## src/rtl/irq_pkg.sv

```systemverilog
// Shared types and constants for the interrupt controller: FSM state
// encoding, register-port addresses, STAT field positions and the
// priority helper used to pick the next request.
package irq_pkg;

  typedef enum logic [1:0] {
    ST_IDLE = 2'd0,
    ST_REQ  = 2'd1,
    ST_SERV = 2'd2
  } irq_state_e;

  localparam logic [1:0] ADDR_MASK  = 2'd0;
  localparam logic [1:0] ADDR_PEND  = 2'd1;
  localparam logic [1:0] ADDR_EOI   = 2'd2;
  localparam logic [1:0] ADDR_VBASE = 2'd3;

  localparam int STAT_REQ_BIT  = 0;
  localparam int STAT_SERV_BIT = 1;
  localparam int STAT_ID_LSB   = 2;
  localparam int STAT_ID_MSB   = 3;
  localparam int STAT_SPUR_BIT = 4;

  // Index of the lowest set bit; lowest index is highest priority.
  // Returns 0 for an empty vector, callers qualify with |v.
  function automatic logic [1:0] lowest_set(input logic [3:0] v);
    logic [1:0] id;
    id = 2'd0;
    for (int i = 3; i >= 0; i--) begin
      if (v[i]) id = 2'(i);
    end
    return id;
  endfunction

endpackage

```

## src/rtl/irq_edge_detect.sv

```systemverilog
// Rising-edge detector for the request lines. The history register resets
// to all ones so a line that is already high when reset releases is not
// mistaken for a fresh edge.
module irq_edge_detect #(
  parameter int NIRQ = 4
) (
  input  logic            clk,
  input  logic            rst_n,
  input  logic [NIRQ-1:0] irq_i,
  output logic [NIRQ-1:0] rise_o
);

  logic [NIRQ-1:0] irq_q;

  // Previous-cycle copy of the request lines.
  always_ff @(posedge clk) begin
    if (!rst_n) irq_q <= '1;
    else        irq_q <= irq_i;
  end

  // One-cycle pulse for every low-to-high transition.
  always_comb begin
    rise_o = irq_i & ~irq_q;
  end

endmodule

```

## src/rtl/irq_controller.sv

```systemverilog
// Prioritised interrupt controller. Latches request edges into PEND,
// presents the highest-priority enabled one to the CPU, holds it frozen
// through the acknowledge, and waits for an EOI write before the next.
module irq_controller
  import irq_pkg::*;
#(
  parameter int          NIRQ     = 4,
  parameter logic [15:0] VEC_BASE = 16'h0BB0
) (
  input  logic            clk,
  input  logic            rst_n,
  input  logic [NIRQ-1:0] irq,
  output logic [2:0]      cpu_int,
  input  logic            intack,
  output logic [15:0]     vector,
  input  logic            cfg_we,
  input  logic [1:0]      cfg_addr,
  input  logic [15:0]     cfg_wdata,
  output logic [15:0]     cfg_rdata
);

  irq_state_e      st_q, st_d;
  logic [1:0]      act_id_q, act_id_d;
  logic [NIRQ-1:0] pend_q, pend_d;
  logic [NIRQ-1:0] mask_q, mask_d;
  logic [15:0]     vbase_q, vbase_d;
  logic            spur_q, spur_d;

  logic [NIRQ-1:0] rise;
  logic [NIRQ-1:0] grant_clr;
  logic [NIRQ-1:0] wr_clr;
  logic [3:0]      cand_ext;
  logic [1:0]      pick_id;
  logic            grant;
  logic            wr_eoi;

  irq_edge_detect #(.NIRQ(NIRQ)) u_edge (
    .clk    (clk),
    .rst_n  (rst_n),
    .irq_i  (irq),
    .rise_o (rise)
  );

  // Enabled pending lines, widened to the 4-bit encoder input.
  always_comb begin
    cand_ext            = '0;
    cand_ext[NIRQ-1:0]  = pend_q & mask_q;
    pick_id             = lowest_set(cand_ext);
    wr_eoi              = cfg_we && (cfg_addr == ADDR_EOI);
  end

  // Request FSM: IDLE picks a candidate, REQ waits for intack, SERV for EOI.
  always_comb begin
    st_d     = st_q;
    act_id_d = act_id_q;
    spur_d   = spur_q;
    grant    = 1'b0;
    unique case (st_q)
      ST_IDLE: begin
        if (|cand_ext) begin
          grant    = 1'b1;
          act_id_d = pick_id;
          st_d     = ST_REQ;
        end
      end
      ST_REQ: begin
        if (intack) st_d = ST_SERV;
      end
      ST_SERV: begin
        if (wr_eoi) begin
          st_d   = ST_IDLE;
          spur_d = 1'b0;
        end
      end
      default: st_d = ST_IDLE;
    endcase
    // An acknowledge with nothing requested is recorded; it wins over EOI.
    if (intack && (st_q != ST_REQ)) spur_d = 1'b1;
  end

  // Pending bits: grant and software write-1 clear, a new edge always sets.
  always_comb begin
    grant_clr = '0;
    wr_clr    = '0;
    for (int i = 0; i < NIRQ; i++) begin
      grant_clr[i] = grant && (pick_id == 2'(i));
    end
    if (cfg_we && (cfg_addr == ADDR_PEND)) wr_clr = cfg_wdata[NIRQ-1:0];
    pend_d = (pend_q & ~(grant_clr | wr_clr)) | rise;
  end

  // Configuration register writes.
  always_comb begin
    mask_d  = mask_q;
    vbase_d = vbase_q;
    if (cfg_we && (cfg_addr == ADDR_MASK))  mask_d  = cfg_wdata[NIRQ-1:0];
    if (cfg_we && (cfg_addr == ADDR_VBASE)) vbase_d = cfg_wdata;
  end

  // State and register storage, all returned to known values on reset.
  always_ff @(posedge clk) begin
    if (!rst_n) begin
      st_q     <= ST_IDLE;
      act_id_q <= 2'd0;
      pend_q   <= '0;
      mask_q   <= '0;
      vbase_q  <= VEC_BASE;
      spur_q   <= 1'b0;
    end else begin
      st_q     <= st_d;
      act_id_q <= act_id_d;
      pend_q   <= pend_d;
      mask_q   <= mask_d;
      vbase_q  <= vbase_d;
      spur_q   <= spur_d;
    end
  end

  // CPU-facing outputs; vector wraps modulo 2^16.
  always_comb begin
    cpu_int = {(st_q == ST_REQ), act_id_q};
    vector  = vbase_q + {14'b0, act_id_q};
  end

  // Combinational register read port.
  always_comb begin
    cfg_rdata = '0;
    unique case (cfg_addr)
      ADDR_MASK: cfg_rdata[NIRQ-1:0] = mask_q;
      ADDR_PEND: cfg_rdata[NIRQ-1:0] = pend_q;
      ADDR_EOI: begin
        cfg_rdata[STAT_REQ_BIT]              = (st_q == ST_REQ);
        cfg_rdata[STAT_SERV_BIT]             = (st_q == ST_SERV);
        cfg_rdata[STAT_ID_MSB:STAT_ID_LSB]   = act_id_q;
        cfg_rdata[STAT_SPUR_BIT]             = spur_q;
      end
      ADDR_VBASE: cfg_rdata = vbase_q;
      default: cfg_rdata = '0;
    endcase
  end

endmodule

```

## config.mk

```make
export PLATFORM = sky130hd
export DESIGN_NAME = irq_controller
export DESIGN_NICKNAME = d
export VERILOG_FILES = /design/src/rtl/irq_pkg.sv /design/src/rtl/irq_edge_detect.sv /design/src/rtl/irq_controller.sv
export SDC_FILE = /design/constraint.sdc
export NUM_CORES = 1
export LEC_CHECK = 0
export ABC_AREA = 1
export ABC_CLOCK_PERIOD_IN_PS = 1700
export CORE_ASPECT_RATIO = 0.9
export CORE_MARGIN = 1
export CORE_UTILIZATION = 41
export DETAILED_ROUTE_END_ITERATION = 12
export PLACE_DENSITY = 0.79
export SLEW_MARGIN = 20
export SYNTH_ARGS = -nofsm -noshare
export SYNTH_HDL_FRONTEND = slang
export SYNTH_SLANG_ARGS = --single-unit
```

## constraint.sdc

```tcl
create_clock -name clk -period 1.7 [get_ports clk]
set_input_delay 0.17 -clock clk [delete_from_list [all_inputs] [get_ports clk]]
set_output_delay 0.17 -clock clk [all_outputs]
set_load 0.02 [all_outputs]
```

Yosys cells after proc, flatten, opt, wreduce, memory -nomap -nowiden
Cells that the tools add are included.

storage, ports and cells
  register bits after elaboration = 33
  bits in latches = 0
  bits in writable memories = 0
  ROM bits = 0
  input bits = 26
  output and inout bits = 35
  logic and storage cells = 62
  memories = 0

cells by class
  $add $sub $neg = 1
  multiply operators = 0
  divide/modulo/power cells = 0
  magnitude comparators = 0
  equal/unequal tests = 12
  shift-type cells = 0
  mux-type cells = 17
  bitwise gates (word level) = 7
  reductions and logical operators = 18

operators with widths
  cell                                                             count
  16-bit by 2-bit adder with 16-bit output                         1
  4-bit one-hot mux with 4 select lines                            1
  2-bit 2-to-1 mux                                                 7
  4-bit AND                                                        3
  11-bit 2-to-1 mux                                                1
  2-bit == test, second input constant                             5
  1-bit logical AND                                                9
  4-bit inverter                                                   2
  4-bit OR                                                         2
  2-bit by 1-bit == test with 1-bit output, second input constant  3
  2-bit logical NOT                                                3
  2-bit one-hot mux with 3 select lines                            1
  1-bit 2-to-1 mux                                                 5
  4-bit 2-to-1 mux                                                 1
  2-bit by 1-bit != test with 1-bit output, second input constant  2
  2-bit != test, second input constant                             2
  2-bit AND reduction                                              2
  2-bit nonzero test                                               2
  4-bit OR reduction                                               1
  3-bit AND reduction                                              1
  1-bit one-hot mux with 2 select lines                            1

Longest topological paths before layout
Gate-level depths: netlist of the first run.

  depth in word-level cells = 11
  depth in mapped cells = 8

Hierarchy
A second synthesis of the first run with hierarchy kept.

unflattened totals
  cell total of the unflattened synthesis = 262
  area total of the unflattened synthesis = 1875.5 um2

by module, submodules not included
  module           times used  cells each  area an instance (um2)  sequential area each (um2)
  irq_controller   1           246         1740.4                  580.6
  irq_edge_detect  1           16          135.1                   80.1

Least setup slack after synthesis of the first run
OpenSTA, ideal clock, no wires.

  path kind = reg2out
  start point = reg act_id_q[0]
  end point = out vector[10]
  arrival time = 2017 ps
  setup slack = -487 ps
  stages on the path, launching flop included = 9
  path buffers = 0
  cells stage by stage = dfxtp_1 > ha_1 > inv_1 > fa_1 > nor3_4 > nand2_1 > nor2_1 > nand2_1 > xor2_1

between the ends
  cells in the longest elaborated chain, start to end = 1

RTL lines
  item                                      line                   RTL
  start, declared                           irq_controller.sv:23   logic [1:0] act_id_q, act_id_d;
  start signal, assigned                    irq_controller.sv:111  act_id_q <= act_id_d;
  16-bit by 2-bit adder with 16-bit output  irq_controller.sv:122  vector = vbase_q + {14'b0, act_id_q};
  end, declared                             irq_controller.sv:15   output logic [15:0] vector,

Every way passes these cells.

Worst setup path after layout of the first run
  start point = reg act_id_q[0]
  end point = out vector[14]

Same word-level chain as after synthesis.

==> impl_metrics.csv, run 1 <==
group,metric,value,unit
yosys,avgSynthCellArea,6.75,sq um
clocking,clk_latency,0.30,ns
place,gp_congestion,0.881,
sta,fin_setup_tns,-5.73,ns
power_and_ir_drop,power.share.clock,40.8,%
clocking,root_buffer,"clkbuf_8",
power_and_ir_drop,p_per_area,706,mW/mm^2
power_and_ir_drop,power_switching,0.566,mW
power_and_ir_drop,combinationalPowerShare,19.4,%
yosys,netlist_area,0.00177,sq mm
clocking,clk_pin_slew,0.08,ns
critical_path,crit_required,1.53,ns
yosys,synth.ff_latch_count,33,
power_and_ir_drop,vdd_drop_max,0.486,mV
critical_path,cp-start-kind,"flip-flop",
drt,firstDrtPassIters,8,
critical_path,worst-path-max-fanout,4,
floorplan,die_w,71.2,microns
critical_path,crit_type,"reg2out",
yosys,ys_seq_area_share,37.3,%
critical_path,end_kind,"output pin",
sta,rsz0062_at_grt,"true",
floorplan,ios,61,
critical_path,crit_chain,"ha_4 > inv_2 > fa_2 > nor3_4 > buf_6 > nand3_4 > nor2_4 > xor2_4 > buf_6",
drt,vias,2076,
sta,relSlewSlack,67.2,%
yosys,yosysUniqueCellTypes,26,
finish,design_area,0.00298,sq mm
place,post-place-cells,402,
finish,nets,397,
finish,syn_to_final_growth,68.2,%
clocking,cts_tree,"built",
power_and_ir_drop,p_seq_share,39.8,%
critical_path,crit_buf_inv,3,
clocking,clockBufferDepth,2,
finish,antenna_cells,0,
grt,grt_pass1_vias,2064,
grt,grt_first_pass_wirelength,9230,microns
critical_path,cpMostUsedCell,"buf_6",
critical_path,crit_family,"adder cells",
critical_path,r2r_setup_slack,0.49,ns
grt,grt_max_degree,18,
outcome,status,"complete, but fails checks",
place,port-buffer-count,60,
critical_path,rr_worst_depth,6,
power_and_ir_drop,p_int,1.54,mW
critical_path,timing.rr.end,"act_id_q[0]$_SDFFE_PN0P_",
sta,fin_skew,0.00722,ns
critical_path,cp_slowest_cell,"dfxtp_4",
sta,tightest_slew,0.492,ns
critical_path,arrival,2.08,ns
sta,max_freq,0.445,GHz
finish,final_cells,417,
yosys,yosys_warnings,0,
drt,drtIter0Drc,163,
drt,antenna_left,0,
sta,setup_violations,14,
drt,drc,6,
floorplan,start_util,43.1,%
worst_hold_path,hold_end,"u_edge.irq_q[3]$_SDFF_PN1_",
sta,fin_ws,-0.548,ns
clocking,numCtsBuffers,5,
grt,gr-total-overflow,0,
power_and_ir_drop,power,2.10,mW
power_and_ir_drop,netSwitchingFraction,26.9,%
floorplan,rows,22,
finish,fillCellCount,338,
grt,grt.total_usage,26.4,%
clocking,cts.sinks,33,
clocking,h-tree-depth,2,
finish,drive_gt1_share,27.9,%
outcome,violations,"design-rule violations, negative setup slack",
critical_path,max_stage_delay,0.36,ns
yosys,synthesis.nets,291,
finish,seq_area,667,sq um
critical_path,worstSetupPathDepth,9,
flow_run,cap_violations,0,
worst_hold_path,min-delay-path-class,"in2reg",
finish,multi_input_area,0.00106,sq mm
grt,antenna_found_initial,0,
yosys,syn_inst,262,
worst_hold_path,whs_path_depth,3,
floorplan,die_height,64.3,microns
worst_hold_path,hold_start,"irq[3]",
floorplan,core_area,0.00410,sq mm
place,postPlaceCellArea,0.00275,sq mm
drt,drt-total-wl,5710,microns
drt,wl_per_cell,13.7,microns
sta,layout_min_cycle_time,2.25,ns
sta,slew_viol_final,0,
drt,viasPerCell,4.98,
floorplan,fp.dieArea,0.00458,sq mm
place,dp_hpwl,4220,microns
critical_path,r2r_start,"pend_q[3]$_SDFF_PN0_",
power_and_ir_drop,power_leakage,1.37,nW
sta,min_period_over_period,132,%
sta,finalHoldViolCount,0,
-- power by group through the flow --
| stage | Clock, mW | Sequential (mW) | Combinational, mW |
|---|---|---|---|
| detailed placement | 0 | 0.852 | 0.411 |
| floorplan | 0 | 0.850 | 0.184 |
| global route | 0.916 | 0.841 | 0.440 |
| finish | 0.858 | 0.837 | 0.407 |
| global placement | 0 | 0.851 | 0.404 |
| CTS | 0.862 | 0.835 | 0.395 |
-- cell usage in the layout (no fill, tap or decap), types with 2 or more instances in the layout --
master and instances:
a21oi_1 24, buf_2 3, buf_4 45, buf_6 12
clkbuf_2 3, clkbuf_8 5, clkdlybuf4s15_1 6, clkdlybuf4s50_1 28
dfxtp_1 30, dfxtp_2 2, dlygate4sd2_1 8, inv_1 34
inv_2 3, nand2_1 53, nand2_2 5, nand3_1 4
nand3_2 2, nand4_1 3, nor2_1 32, nor2_2 3
nor3_1 6, o2111ai_1 4, o21ai_0 22, o21bai_1 3
or2_2 4, xor2_1 6, xor2_2 5
-- cell usage after synthesis (all sizes together) --
library cell / number / area (sq um)
o21ai: 22 / 110
nand3: 7 / 40.0
inv: 37 / 139
nand2: 58 / 220
or2: 4 / 25.0
clkbuf: 3 / 11.3
a21oi: 24 / 120
nor2: 36 / 138
ha: 2 / 25.0
nand4: 3 / 18.8
nor3: 7 / 46.3
fa: 1 / 20.0
o31ai: 1 / 7.51
xnor2: 1 / 8.76
xor2: 12 / 105
buf: 3 / 12.5
clkinv: 1 / 3.75
dfxtp: 33 / 661
o21bai: 3 / 22.5
o2111ai: 4 / 35.0
-- worst min-delay path, stage by stage --
cell	delay [ns]
clkdlybuf4s50_1	0.39
inv_1	0.06
nand2_1	0.04
-- cell type report --
cell class	count	share of cell area, %
Multi-Input combinational cell	185	35.6
Timing Repair Buffer	105	30.7
Sequential cell	33	22.4
Inverter	38	4.79
Clock buffer	6	3.15
Tap cell	48	2.02
Clock inverter	2	1.30
-- registers in the layout, summed over array words and instances, names as in the netlist --
| register | flops |
|---|---|
| vbase_q | 16 |
| mask_q | 4 |
| pend_q | 4 |
| u_edge.irq_q | 4 |
| act_id_q | 2 |
| st_q | 2 |
| spur_q | 1 |
-- how the worst max path moves through the flow --
stage | startpoint | endpoint | slack [ns]
floorplan | act_id_q[0]$_SDFFE_PN0P_ | vector[10] | -0.16
finish | act_id_q[0]$_SDFFE_PN0P_ | vector[14] | -0.55
CTS | act_id_q[0]$_SDFFE_PN0P_ | vector[14] | -0.54
global placement | vbase_q[0]$_SDFFE_PN0P_ | vector[14] | -0.67
global route | act_id_q[0]$_SDFFE_PN0P_ | vector[14] | -0.63
detailed placement | vbase_q[0]$_SDFFE_PN0P_ | vector[14] | -0.71
-- per-stage QoR --
stage | utilization [%] | hold slack, ns | setup WS (ns)
after global routing | 72.6 | 0.435 | -0.631
after detailed placement | 67.1 | 0.475 | -0.712
after floorplan | - | 0.262 | -0.164
after CTS | 70.7 | 0.411 | -0.538
final | 72.6 | 0.407 | -0.548
after global placement | 67.1 | 0.466 | -0.674
-- layer usage --
metal | global-route usage (%) | wire length, microns | vias to the layer above
met1 | 32.2 | 2600 | 971
met2 | 44.6 | 2740 | 58
met4 | 10.5 | 106 | 0
li1 | - | - | 1036
met5 | 0 | 0 | -
met3 | 6.47 | 261 | 11
-- timing repair --
item / CTS / global route
endpoints found under the setup margin: 32 / 24
pin swaps: 5 / 6
setup buffers: 4 / 3
hold buffers: 0 / 0
gates resized for setup: 103 / 26
-- logic make-up (layout without fill, tap and decap cells) --
logic type | after synthesis | in the layout | share of synthesized area [%]
AOI/OAI and AO/OA | 54 | 54 | 16.7
xor gates and xnor gates | 13 | 13 | 6.44
adders and majority gates | 3 | 3 | 2.55
buffers and inverters | 44 | 151 | 9.41
DFF | 33 | 33 | 37.3
and+or+nand+nor | 115 | 115 | 27.6
(Power assumes the default switching activity.)
==> run 2: changes to the inputs <==
--- a/config.mk
+++ b/config.mk
@@ -6,7 +6,6 @@
 export NUM_CORES = 1
 export LEC_CHECK = 0
 export ABC_AREA = 1
-export ABC_CLOCK_PERIOD_IN_PS = 1700
 export CORE_ASPECT_RATIO = 0.9
 export CORE_MARGIN = 1
 export CORE_UTILIZATION = 41
==> results of run 2 <==
The final DEF is identical to that of run 1; final timing and power are the same.
